[src/rtl/delay_line_param_if.sv]
// Bundle of the delay line's control inputs and registered result outputs.
// sample_en is a one-sided strobe with no ready: every cycle it is high
// (and neither rst nor flush is high) the delay line accepts sample_in.
// The slave always accepts, so there is no backpressure to honour.
interface delay_line_param_if #(
  parameter int DATA_W = 8,
  parameter int DEPTH  = 4
);
  localparam int SEL_W = ($clog2(DEPTH) > 1) ? $clog2(DEPTH) : 1;
  localparam int CNT_W = $clog2(DEPTH + 1);
  localparam int SUM_W = DATA_W + $clog2(DEPTH);

  logic                      sample_en;
  logic                      flush;
  logic [DATA_W-1:0]         sample_in;
  logic [SEL_W-1:0]          tap_sel;
  logic [DATA_W*DEPTH-1:0]   taps;
  logic [DATA_W-1:0]         tap_out;
  logic [CNT_W-1:0]          fill;
  logic                      full;
  logic [SUM_W-1:0]          win_sum;

  modport master (
    output sample_en, flush, sample_in, tap_sel,
    input  taps, tap_out, fill, full, win_sum
  );

  modport slave (
    input  sample_en, flush, sample_in, tap_sel,
    output taps, tap_out, fill, full, win_sum
  );
endinterface

[src/rtl/delay_line_param.sv]
// Parameterised sample delay line: DEPTH taps shifted on qualified strobes,
// with synchronous flush, saturating fill count, registered tap read port
// and an incrementally maintained window sum. All outputs are registered.
module delay_line_param #(
  parameter int DATA_W = 8,
  parameter int DEPTH  = 4
) (
  input  logic               clk,
  input  logic               rst,
  delay_line_param_if.slave  bus
);
  localparam int SEL_W = ($clog2(DEPTH) > 1) ? $clog2(DEPTH) : 1;
  localparam int CNT_W = $clog2(DEPTH + 1);
  localparam int SUM_W = DATA_W + $clog2(DEPTH);

  logic [DATA_W-1:0] taps_q [DEPTH];
  logic [DATA_W-1:0] taps_d [DEPTH];
  logic [DATA_W-1:0] tap_out_q, tap_out_d;
  logic [CNT_W-1:0]  fill_q, fill_d;
  logic              full_q, full_d;
  logic [SUM_W-1:0]  win_sum_q, win_sum_d;

  // Tap/fill/sum next state: flush beats sample_en, otherwise hold.
  always_comb begin
    for (int k = 0; k < DEPTH; k++) taps_d[k] = taps_q[k];
    fill_d    = fill_q;
    full_d    = full_q;
    win_sum_d = win_sum_q;
    if (bus.flush) begin
      for (int k = 0; k < DEPTH; k++) taps_d[k] = '0;
      fill_d    = '0;
      full_d    = 1'b0;
      win_sum_d = '0;
    end else if (bus.sample_en) begin
      taps_d[0] = bus.sample_in;
      for (int k = 1; k < DEPTH; k++) taps_d[k] = taps_q[k-1];
      // Unfilled taps hold 0, so subtracting the outgoing tap is always exact.
      win_sum_d = win_sum_q + SUM_W'(bus.sample_in) - SUM_W'(taps_q[DEPTH-1]);
      if (fill_q != CNT_W'(DEPTH)) fill_d = fill_q + CNT_W'(1);
      full_d = (fill_d == CNT_W'(DEPTH));
    end
  end

  // Read port: select from pre-shift taps; out-of-range index reads 0.
  always_comb begin
    tap_out_d = '0;
    for (int k = 0; k < DEPTH; k++) begin
      if (bus.tap_sel == SEL_W'(k)) tap_out_d = taps_q[k];
    end
  end

  // State registers with synchronous reset overriding everything.
  always_ff @(posedge clk) begin
    if (rst) begin
      for (int k = 0; k < DEPTH; k++) taps_q[k] <= '0;
      tap_out_q <= '0;
      fill_q    <= '0;
      full_q    <= 1'b0;
      win_sum_q <= '0;
    end else begin
      for (int k = 0; k < DEPTH; k++) taps_q[k] <= taps_d[k];
      tap_out_q <= tap_out_d;
      fill_q    <= fill_d;
      full_q    <= full_d;
      win_sum_q <= win_sum_d;
    end
  end

  // Flatten taps into the packed output, tap 0 in the low bits.
  always_comb begin
    bus.taps = '0;
    for (int k = 0; k < DEPTH; k++) bus.taps[k*DATA_W +: DATA_W] = taps_q[k];
  end

  assign bus.tap_out = tap_out_q;
  assign bus.fill    = fill_q;
  assign bus.full    = full_q;
  assign bus.win_sum = win_sum_q;
endmodule

[src/flat_wrapper.sv]
// flat-port wrapper written by rule: the top's interface ports become plain ports
module delay_line_param_flat 
#(
  parameter int DATA_W = 8,
  parameter int DEPTH  = 4
)
  (clk, rst, bus_sample_en, bus_flush, bus_sample_in, bus_tap_sel, bus_taps, bus_tap_out, bus_fill, bus_full, bus_win_sum);
  delay_line_param_if #(.DATA_W(DATA_W), .DEPTH(DEPTH)) bus_i ();
  input  logic clk;
  input  logic rst;
  input wire logic [$bits(bus_i.sample_en)-1:0] bus_sample_en;
  input wire logic [$bits(bus_i.flush)-1:0] bus_flush;
  input wire logic [$bits(bus_i.sample_in)-1:0] bus_sample_in;
  input wire logic [$bits(bus_i.tap_sel)-1:0] bus_tap_sel;
  output wire logic [$bits(bus_i.taps)-1:0] bus_taps;
  output wire logic [$bits(bus_i.tap_out)-1:0] bus_tap_out;
  output wire logic [$bits(bus_i.fill)-1:0] bus_fill;
  output wire logic [$bits(bus_i.full)-1:0] bus_full;
  output wire logic [$bits(bus_i.win_sum)-1:0] bus_win_sum;
  assign bus_i.sample_en = bus_sample_en;
  assign bus_i.flush = bus_flush;
  assign bus_i.sample_in = bus_sample_in;
  assign bus_i.tap_sel = bus_tap_sel;
  assign bus_taps = bus_i.taps;
  assign bus_tap_out = bus_i.tap_out;
  assign bus_fill = bus_i.fill;
  assign bus_full = bus_i.full;
  assign bus_win_sum = bus_i.win_sum;
  delay_line_param #(.DATA_W(DATA_W), .DEPTH(DEPTH)) u_core (.clk(clk), .rst(rst), .bus(bus_i));
endmodule
[config.mk]
export PLATFORM = sky130hd
export DESIGN_NAME = delay_line_param_flat
export DESIGN_NICKNAME = d
export VERILOG_FILES = /design/src/rtl/delay_line_param_if.sv /design/src/rtl/delay_line_param.sv /design/src/flat_wrapper.sv
export SDC_FILE = /design/constraint.sdc
export NUM_CORES = 1
export LEC_CHECK = 0
export CORE_ASPECT_RATIO = 1.75
export CORE_MARGIN = 4
export CORE_UTILIZATION = 45
export CTS_CLUSTER_SIZE = 28
export DETAILED_ROUTE_END_ITERATION = 6
export GPL_TIMING_DRIVEN = 1
export HOLD_SLACK_MARGIN = 0.1
export PLACE_DENSITY = 0.81
export SETUP_SLACK_MARGIN = 0.5
export SLEW_MARGIN = 10
export SYNTH_ARGS = -nofsm -noshare
export SYNTH_HDL_FRONTEND = slang
export SYNTH_SLANG_ARGS = --single-unit
[constraint.sdc]
create_clock -name clk -period 2.6 [get_ports clk]
set_clock_uncertainty 0.05 [all_clocks]
set_input_delay 0.52 -clock clk [delete_from_list [all_inputs] [get_ports clk]]
set_output_delay 0.52 -clock clk [all_outputs]
set_load 0.005 [all_outputs]
* After elaboration in Yosys (flattened, before gate mapping)
Memory sizes are Yosys's and may differ from the RTL's.
Cells that the tools add are included.
** Word-level totals
- Input bits :: 14
- Memory bits (writable) :: 32
- Register bits :: 22
- Memories kept :: 1
- Word-level logic and storage cells :: 35
** Operators by class
- Reduce and logical (&&, ||, !) cells :: 2
- Add/sub/neg operators :: 3
- Multiplexer cells :: 16
- Bitwise gates (word level) :: 4
- Equality and inequality tests :: 5
** Memory list
- u_core.taps_q :: depth 4, bits a word 8, rd ports 4, clocked after Yosys merged registers in 0, write ports 4, line delay_line_param.sv:16 : logic [DATA_W-1:0] taps_q [DEPTH];
** Operator list (number)
- $mux W32 :: 2
- $mux W8 :: 8
- $add A10 B8 Y10 :: 1
- $sub A10 B8 Y10 :: 1
- $mux W3 :: 3
- $eq A2 B2 Y1 const B :: 2
- $or A1 B1 Y1 :: 4
- $add A3 B1 Y3 const B :: 1
- $eq A3 B3 Y1 const B :: 1
- $mux W1 :: 3
- $ne A3 B3 Y1 const B :: 1
- $eq A2 B1 Y1 const B :: 1
- $logic_not A2 Y1 :: 1
- $reduce_or A2 Y1 :: 1

* Logic depth before layout (Yosys ltp)
Gate-level depths: netlist (run 1).
- Depth after elaboration :: 5
- Depth in mapped cells :: 11

* Worst setup path after synthesis (run 1)
OpenSTA, ideal clock, no wires.
- Kind :: input port to flip-flop
- From :: input port bus_sample_in[2]
- To :: register u_core.win_sum_q[6], in the netlist u_core.bus.win_sum[6]
- Setup time :: 95 ps
- Required time :: 2455 ps
- Cell stages on the path :: 9
- Setup slack :: 89 ps
- Buffers on the path :: 0
- Data arrival time :: 2366 ps
- Cell sequence :: inv_1 > fa_1 > inv_1 > ha_1 > nor2b_4 > o31a_1 > o21a_1 > or3_1 > o311ai_1
** Between the ends
- Cells in the longest elaborated chain, start to end :: 2
** RTL lines
- start: declaration :: line flat_wrapper.sv:13 : input wire logic [$bits(bus_i.sample_in)-1:0] bus_sample_in;
- $add A10 B8 Y10 :: line delay_line_param.sv:38 : win_sum_d = win_sum_q + SUM_W'(bus.sample_in) - SUM_W'(taps_q[DEPTH-1]);
- $sub A10 B8 Y10 :: line delay_line_param.sv:38
- end signal: assignment :: line delay_line_param.sv:65 : win_sum_q <= win_sum_d;
- end: declaration :: line delay_line_param.sv:21 : logic [SUM_W-1:0] win_sum_q, win_sum_d;
Every way passes these cells.
A chain may end at the register's enable or synchronous reset.

* Final worst setup path (run 1)
- From :: register u_core.win_sum_q[3], in the netlist u_core.bus.win_sum[3]
- To :: register u_core.win_sum_q[6], in the netlist u_core.bus.win_sum[6]
** Between the ends
- Cells in the longest elaborated chain, start to end :: 2
** RTL lines (line)
- $add A10 B8 Y10 :: delay_line_param.sv:38
- $sub A10 B8 Y10 :: delay_line_param.sv:38
Every way passes these cells.

==> out/qor.yml, run 1 <==
global_route:
  grt_max_degree: 32
  antenna_found_initial: 0
  grt_pass1_wl_um: 12300
  track_usage: 0.207
  first_global_vias: 2632
  grt-ovfl-total: 0
worst_setup_path:
  path_class: "register to register"
  cp-end-kind: "register"
  cp_max_fo: 3
  arrival_ns: 2.53
  cp.required_ns: 2.76
  cp-start-kind: "register"
synth:
  synth_largest_area_cell: "dfxtp_1"
  synth_edf_count: 0
  synth.area.top_cells: "dfxtp_1 38%, mux2i_1 14%, mux4_2 6.3%"
  syn_inst: 290
  syn_area_um2: 2860
  seq_area_frac_synth: 0.379
  synth-async-reset-ratio: 0
  syn-num-nets: 324
  yosysUniqueCellTypes: 43
  ys.warnings.count: 0
  netlist.area_leader.share: 0.379
  ys_seq_elements: 54
  synthFlopType: "dfxtp_1"
  avgSynthCellArea_um2: 9.85
route:
  wl_per_cell_um: 15.8
  drt_iter0_drc: 134
  first_pass_iters: 4
  via_per_inst: 5.20
  wl_um: 7430
  final_antenna_net_count: 0
  wl_met2_um: 4170
  top_layer_used: "met4"
  wl_met1_um: 2710
  drc: 0
  vias: 2451
  wl_met3_um: 260
sta:
  worst_hold_slack_ns: 0.406
  setup_violations: 0
  fin_crit_sh: 0.911
  finalMaxSlewViolations: 0
  max_freq_ghz: 0.422
  slew_headroom: 0.706
  final-hold-violation-count: 0
  worstMarginPinSlew_ns: 0.440
  rsz0062_at_grt: "yes"
  fin_crit_ns: 2.37
finish:
  drive_gt1_frac: 0.315
  antennaDiodeCount: 0
  mostFrequentLayoutCells: "58 x clkdlybuf4s50_1, 42 x nor2_1, 41 x dfxtp_1, 40 x buf_4, 39 x mux2i_1"
  syn_to_final_growth_pct: 46.0
  nNetsFinal: 424
  fin_area_um2: 4170
  final_common_cell: "clkdlybuf4s50_1"
power:
  ir_drop_uv: 439
  p_leak_uw: 0.00172
  power.density_nw_per_um2: 477
die:
  rows: 38
  io_pins: 68
  chipHeight_um: 113
  coreArea_um2: 6180
  initial_core_util: 0.462
  die_area_um2: 7730
  die_w_um: 68.2
worst_hold_path:
  holdCritPathClass: "input port to register"
place:
  place_hpwl_um: 5290
  placed_area_um2: 3780
  io_buffers: 67
  gp_routability_congestion: 0.805
clock_tree:
  root_buffer: "clkbuf_8"
  clock_latency_ns: 0.30
  cts.sinks: 54
  cts.hold.buffers_added: 0
  path_clk_slew_ns: 0.10
  clock_path_buffers: 2
  cts_tree: "built"
  numCtsBuffers: 5
  cts-htree-levels: 2
run_status:
  status: "finished clean"
run:
  maxCapViolCount: 0
final timing paths:
| path | end | slack [ns] | startpoint | depth (start not counted) |
|---|---|---|---|---|
| worst min register to register | u_core.bus.win_sum[7] | 0.45 | u_core.bus.win_sum[7] | 2 |
| worst max register to register | u_core.bus.win_sum[6] | 0.23 | u_core.bus.win_sum[3] | 9 |
| worst max-delay path | u_core.bus.win_sum[6] | 0.23 | u_core.bus.win_sum[3] | 9 |
| worst min-delay path | u_core.taps_q[0][6] | 0.41 | bus_sample_in[6] | 3 |
cell families after synthesis:
kind of cell	synth area share
simple gates	0.142
mux	0.208
flops	0.379
buf+inv	0.0727
fa+ha+maj	0.109
xor+xnor	0.00920
compound gates	0.0806
critical path, stage by stage, from the launching register on:
cell and delay, ns:
dfxtp_2 0.37, inv_2 0.05, fa_1 0.54, inv_2 0.05, ha_4 0.24, o21a_1 0.18, o31a_1 0.17, o21a_1 0.21
or3_1 0.35, o311ai_1 0.07
layer usage:
metal  track usage  vias up
met2         0.367       72
met5             0        -
met3        0.0384       22
li1              -     1185
met1         0.223     1172
met4         0.106        0
state kept, by name, summed over array words and instances (netlist names):
register / cells
u_core.taps_q: 32
u_core.bus.win_sum: 10
u_core.bus.tap_out: 8
u_core.bus.fill: 3
u_core.bus.full: 1
repair_timing:
item                                    in CTS  in global routing
pin swaps                                   16                 14
endpoints found under the setup margin       9                  7
buffers inserted                            12                  5
resized for setup                           55                 30
hold endpoints to repair                     0                  0
through the flow:
stage | std cells | utilization | total power, uW | worst slack (ns) | TNS, ns
after floorplan | 290 | - | 1160 | 0.185 | 0
after global placement | 446 | 0.612 | 1330 | -0.538 | -2.97
after detailed placement | 446 | 0.612 | 1350 | -0.629 | -3.46
after CTS | 466 | 0.660 | 1950 | 0.213 | 0
after global routing | 471 | 0.674 | 2090 | 0.173 | 0
final | 471 | 0.674 | 1990 | 0.232 | 0
report_power, final:
part,switching [uW],leakage (uW),internal [uW]
registers,18.5,0.000444,844
clock network,269,0.0000524,289
logic,268,0.00122,303
total,555,0.00172,1440
area by class of cell:
class	instances	area [um^2]
clock buffers	7	76.3
clock inverters	1	30.0
fillers	473	2010
inverters	37	154
multi-input cells	185	1740
flip-flops and latches	54	1110
well taps	80	100
repair buffers	107	965
synthesized netlist by cell type (2+ instances only):
library cell,instances
a211oi_1,2
a21oi_1,9
buf_2,7
buf_4,2
clkbuf_1,5
dfxtp_1,54
fa_1,8
ha_1,12
inv_1,37
mux2i_1,39
mux4_2,8
nand2_1,5
nand3_1,5
nand3b_1,2
nand4_1,5
nor2_1,43
nor2b_1,9
nor3b_1,2
o21a_1,5
o21ai_0,5
o311ai_1,2
xnor2_1,3
No activity file was read; power rests on OpenSTA's default activity.
==> run 2: changes to the inputs <==
--- a/config.mk
+++ b/config.mk
@@ -7,12 +7,12 @@
 export LEC_CHECK = 0
 export CORE_ASPECT_RATIO = 1.75
 export CORE_MARGIN = 4
-export CORE_UTILIZATION = 45
+export CORE_UTILIZATION = 54
 export CTS_CLUSTER_SIZE = 28
 export DETAILED_ROUTE_END_ITERATION = 6
 export GPL_TIMING_DRIVEN = 1
 export HOLD_SLACK_MARGIN = 0.1
-export PLACE_DENSITY = 0.81
+export PLACE_DENSITY = 0.91
 export SETUP_SLACK_MARGIN = 0.5
 export SLEW_MARGIN = 10
 export SYNTH_ARGS = -nofsm -noshare
==> constraint.sdc (replaced) <==
create_clock -name clk -period 2.97 [get_ports clk]
set_clock_uncertainty 0.05 [all_clocks]
set_input_delay 0.594 -clock clk [delete_from_list [all_inputs] [get_ports clk]]
set_output_delay 0.594 -clock clk [all_outputs]
set_load 0.005 [all_outputs]
==> run 2 against run 1 <==
Net effect: global-route usage up 5.2 points; critical path depth up 1; routed wire length is 16% higher; die area decreased by 15%; clock power is 8.8% lower; critical path type unchanged; power shrank 10%; critical endpoint is now u_core.bus.win_sum[7]; utilization rose by 12 points; sequential cell count unchanged; maximum frequency is 4.2% lower; first-iteration DRC count grew 99%; setup slack improved by 0.27 ns.
==> out/qor.yml, run 2 (synthesis results as in run 1) <==
worst_setup_path:
  cp-end-kind: "register"
  critPathCapture: "u_core.bus.win_sum[7]"
  startpoint: "u_core.bus.win_sum[1]"
  reg2reg_depth: 10  # +1
  cp_max_fo: 2  # -1
  cp-start-kind: "register"
  r2r-end: "u_core.bus.win_sum[7]"
  reg2reg_slack_ns: 0.50  # +0.27 ns
  arrival_ns: 2.66  # +0.13 ns
  cp.required_ns: 3.15  # +0.39 ns
  rr_startpoint: "u_core.bus.win_sum[1]"
  path_class: "register to register"
die:
  initial_core_util: 0.564  # +0.102
  chipHeight_um: 104  # -8.1%
  coreArea_um2: 5060  # -18%
  die_w_um: 63.0  # -7.7%
  rows: 34  # -11%
  io_pins: 68  # unchanged
  die_area_um2: 6560  # -15%
place:
  io_buffers: 67  # unchanged
  gp_routability_congestion: 0.843  # +4.7%
  place_hpwl_um: 5080  # -4.0%
sta:
  max_freq_ghz: 0.405  # -4.2%
  setup_violations: 0  # unchanged
  worstMarginPinSlew_ns: 0.697  # +0.257 ns
  finalMaxSlewViolations: 0  # unchanged
  final-hold-violation-count: 0  # unchanged
  rsz0062_at_grt: "yes"
  worst_hold_slack_ns: 0.463  # +0.0577 ns
  slew_headroom: 0.534  # -0.172
  fin_crit_ns: 2.47  # +0.104 ns
  fin_crit_sh: 0.832  # -0.0785
finish:
  register_area_um2: 1090  # -1.8%
  multiInputGateArea_um2: 1770  # +1.7%
  fillers: 302  # -36%
  syn_to_final_growth_pct: 40.2
  largest_reg_flops: 32  # unchanged
  antennaDiodeCount: 0  # unchanged
  nNetsFinal: 408  # -3.8%
  mostFrequentLayoutCells: "58 x clkdlybuf4s50_1, 49 x dfxtp_1, 42 x nor2_1, 39 x mux2i_1, 27 x inv_1"
  regMostFlops: "u_core.taps_q"
  drive_gt1_frac: 0.229  # -0.0852
  utilization: 0.791  # +0.116
  final_common_cell: "clkdlybuf4s50_1"
route:
  final_antenna_net_count: 0  # unchanged
  via_per_inst: 5.89  # +13%
  wl_per_cell_um: 20.0  # +27%
  wl_um: 8590  # +16%
  first_pass_iters: 4  # unchanged
  drt_iter0_drc: 266  # +99%
  drc: 0  # unchanged
  vias: 2525  # +3.0%
clock_tree:
  cts-htree-levels: 2  # unchanged
  cts.hold.buffers_added: 0  # unchanged
  cts_tree: "built"
  clock_latency_ns: 0.32  # +0.02 ns
  clock_path_buffers: 2  # unchanged
  numCtsBuffers: 5  # unchanged
  root_buffer: "clkbuf_8"
  cts.sinks: 54  # unchanged
  path_clk_slew_ns: 0.10  # about the same
global_route:
  track_usage: 0.258  # +0.0516
  first_global_vias: 2705  # +2.8%
  antenna_found_initial: 0  # unchanged
  grt-ovfl-total: 0  # unchanged
  grt_pass1_wl_um: 13400  # +9.5%
  grt_max_degree: 39  # +22%
power:
  p_leak_uw: 0.00165  # -3.7%
  power.density_nw_per_um2: 446  # -6.5%
  ir_drop_uv: 392  # -11%
run_status:
  status: "finished clean"
run:
  maxCapViolCount: 0  # unchanged
worst_hold_path:
  holdCritPathClass: "register to register"
## run 2: area by class of cell
type / count / area share
Multi-Input combinational cell: 185 / 0.441
Sequential cell: 54 / 0.272
Timing Repair Buffer: 91 / 0.208
Inverter: 37 / 0.0347
Clock buffer: 6 / 0.0181
Tap cell: 54 / 0.0169
Clock inverter: 2 / 0.00938
## run 2: per-layer routing
layer  global-route usage  vias up  share of wire
li1                     -     1152              -
met3               0.0400       31          0.044
met1                0.288     1240           0.36
met5                    0        -              0
met2                0.460      102           0.55
met4                0.139        0          0.038
## run 2: worst min-delay path by stage
stage	start	end	slack, ns	cells after the start
CTS	u_core.bus.win_sum[1]	u_core.bus.win_sum[1]	0.46	2
finish	u_core.bus.full	u_core.bus.full	0.46	2
global placement	u_core.bus.full	u_core.bus.full	0.43	2
floorplan	u_core.bus.win_sum[1]	u_core.bus.win_sum[1]	0.43	2
detailed placement	u_core.bus.full	u_core.bus.full	0.44	2
global route	bus_sample_in[2]	u_core.taps_q[0][2]	0.50	3
## run 2: report_power, final
group	internal [uW]	switching (uW)
sequential	741	16.5
clock	252	256
combinational	264	257
total	1260	529
## run 2: timing repair
| item | CTS | global route |
|---|---|---|
| buffers inserted | 5 | 5 |
| gates cloned | 0 | 0 |
| endpoints found under the setup margin | 8 | 6 |
| gates resized for setup | 37 | 26 |
| pin swaps | 19 | 16 |
## run 2: worst max-delay path, cell delays in order, from the launching register on
cell	delay, ns
dfxtp_2	0.35
inv_2	0.04
fa_1	0.60
inv_2	0.07
ha_4	0.23
a211oi_4	0.26
o21bai_2	0.12
buf_4	0.15
a21oi_4	0.14
mux2_4	0.31
o31ai_1	0.06
## run 2: stage by stage
step | total power [uW] | area, um^2 | TNS (ns) | setup slack, ns | cells
final | 1790 | 4000 | 0 | 0.498 | 429
after global routing | 1850 | 4000 | 0 | 0.431 | 429
after CTS | 1700 | 3900 | 0 | 0.506 | 424
after detailed placement | 1150 | 3650 | -0.819 | -0.213 | 411
after global placement | 1140 | 3650 | -0.579 | -0.180 | 411
after floorplan | 1010 | 2880 | 0 | 0.462 | 290
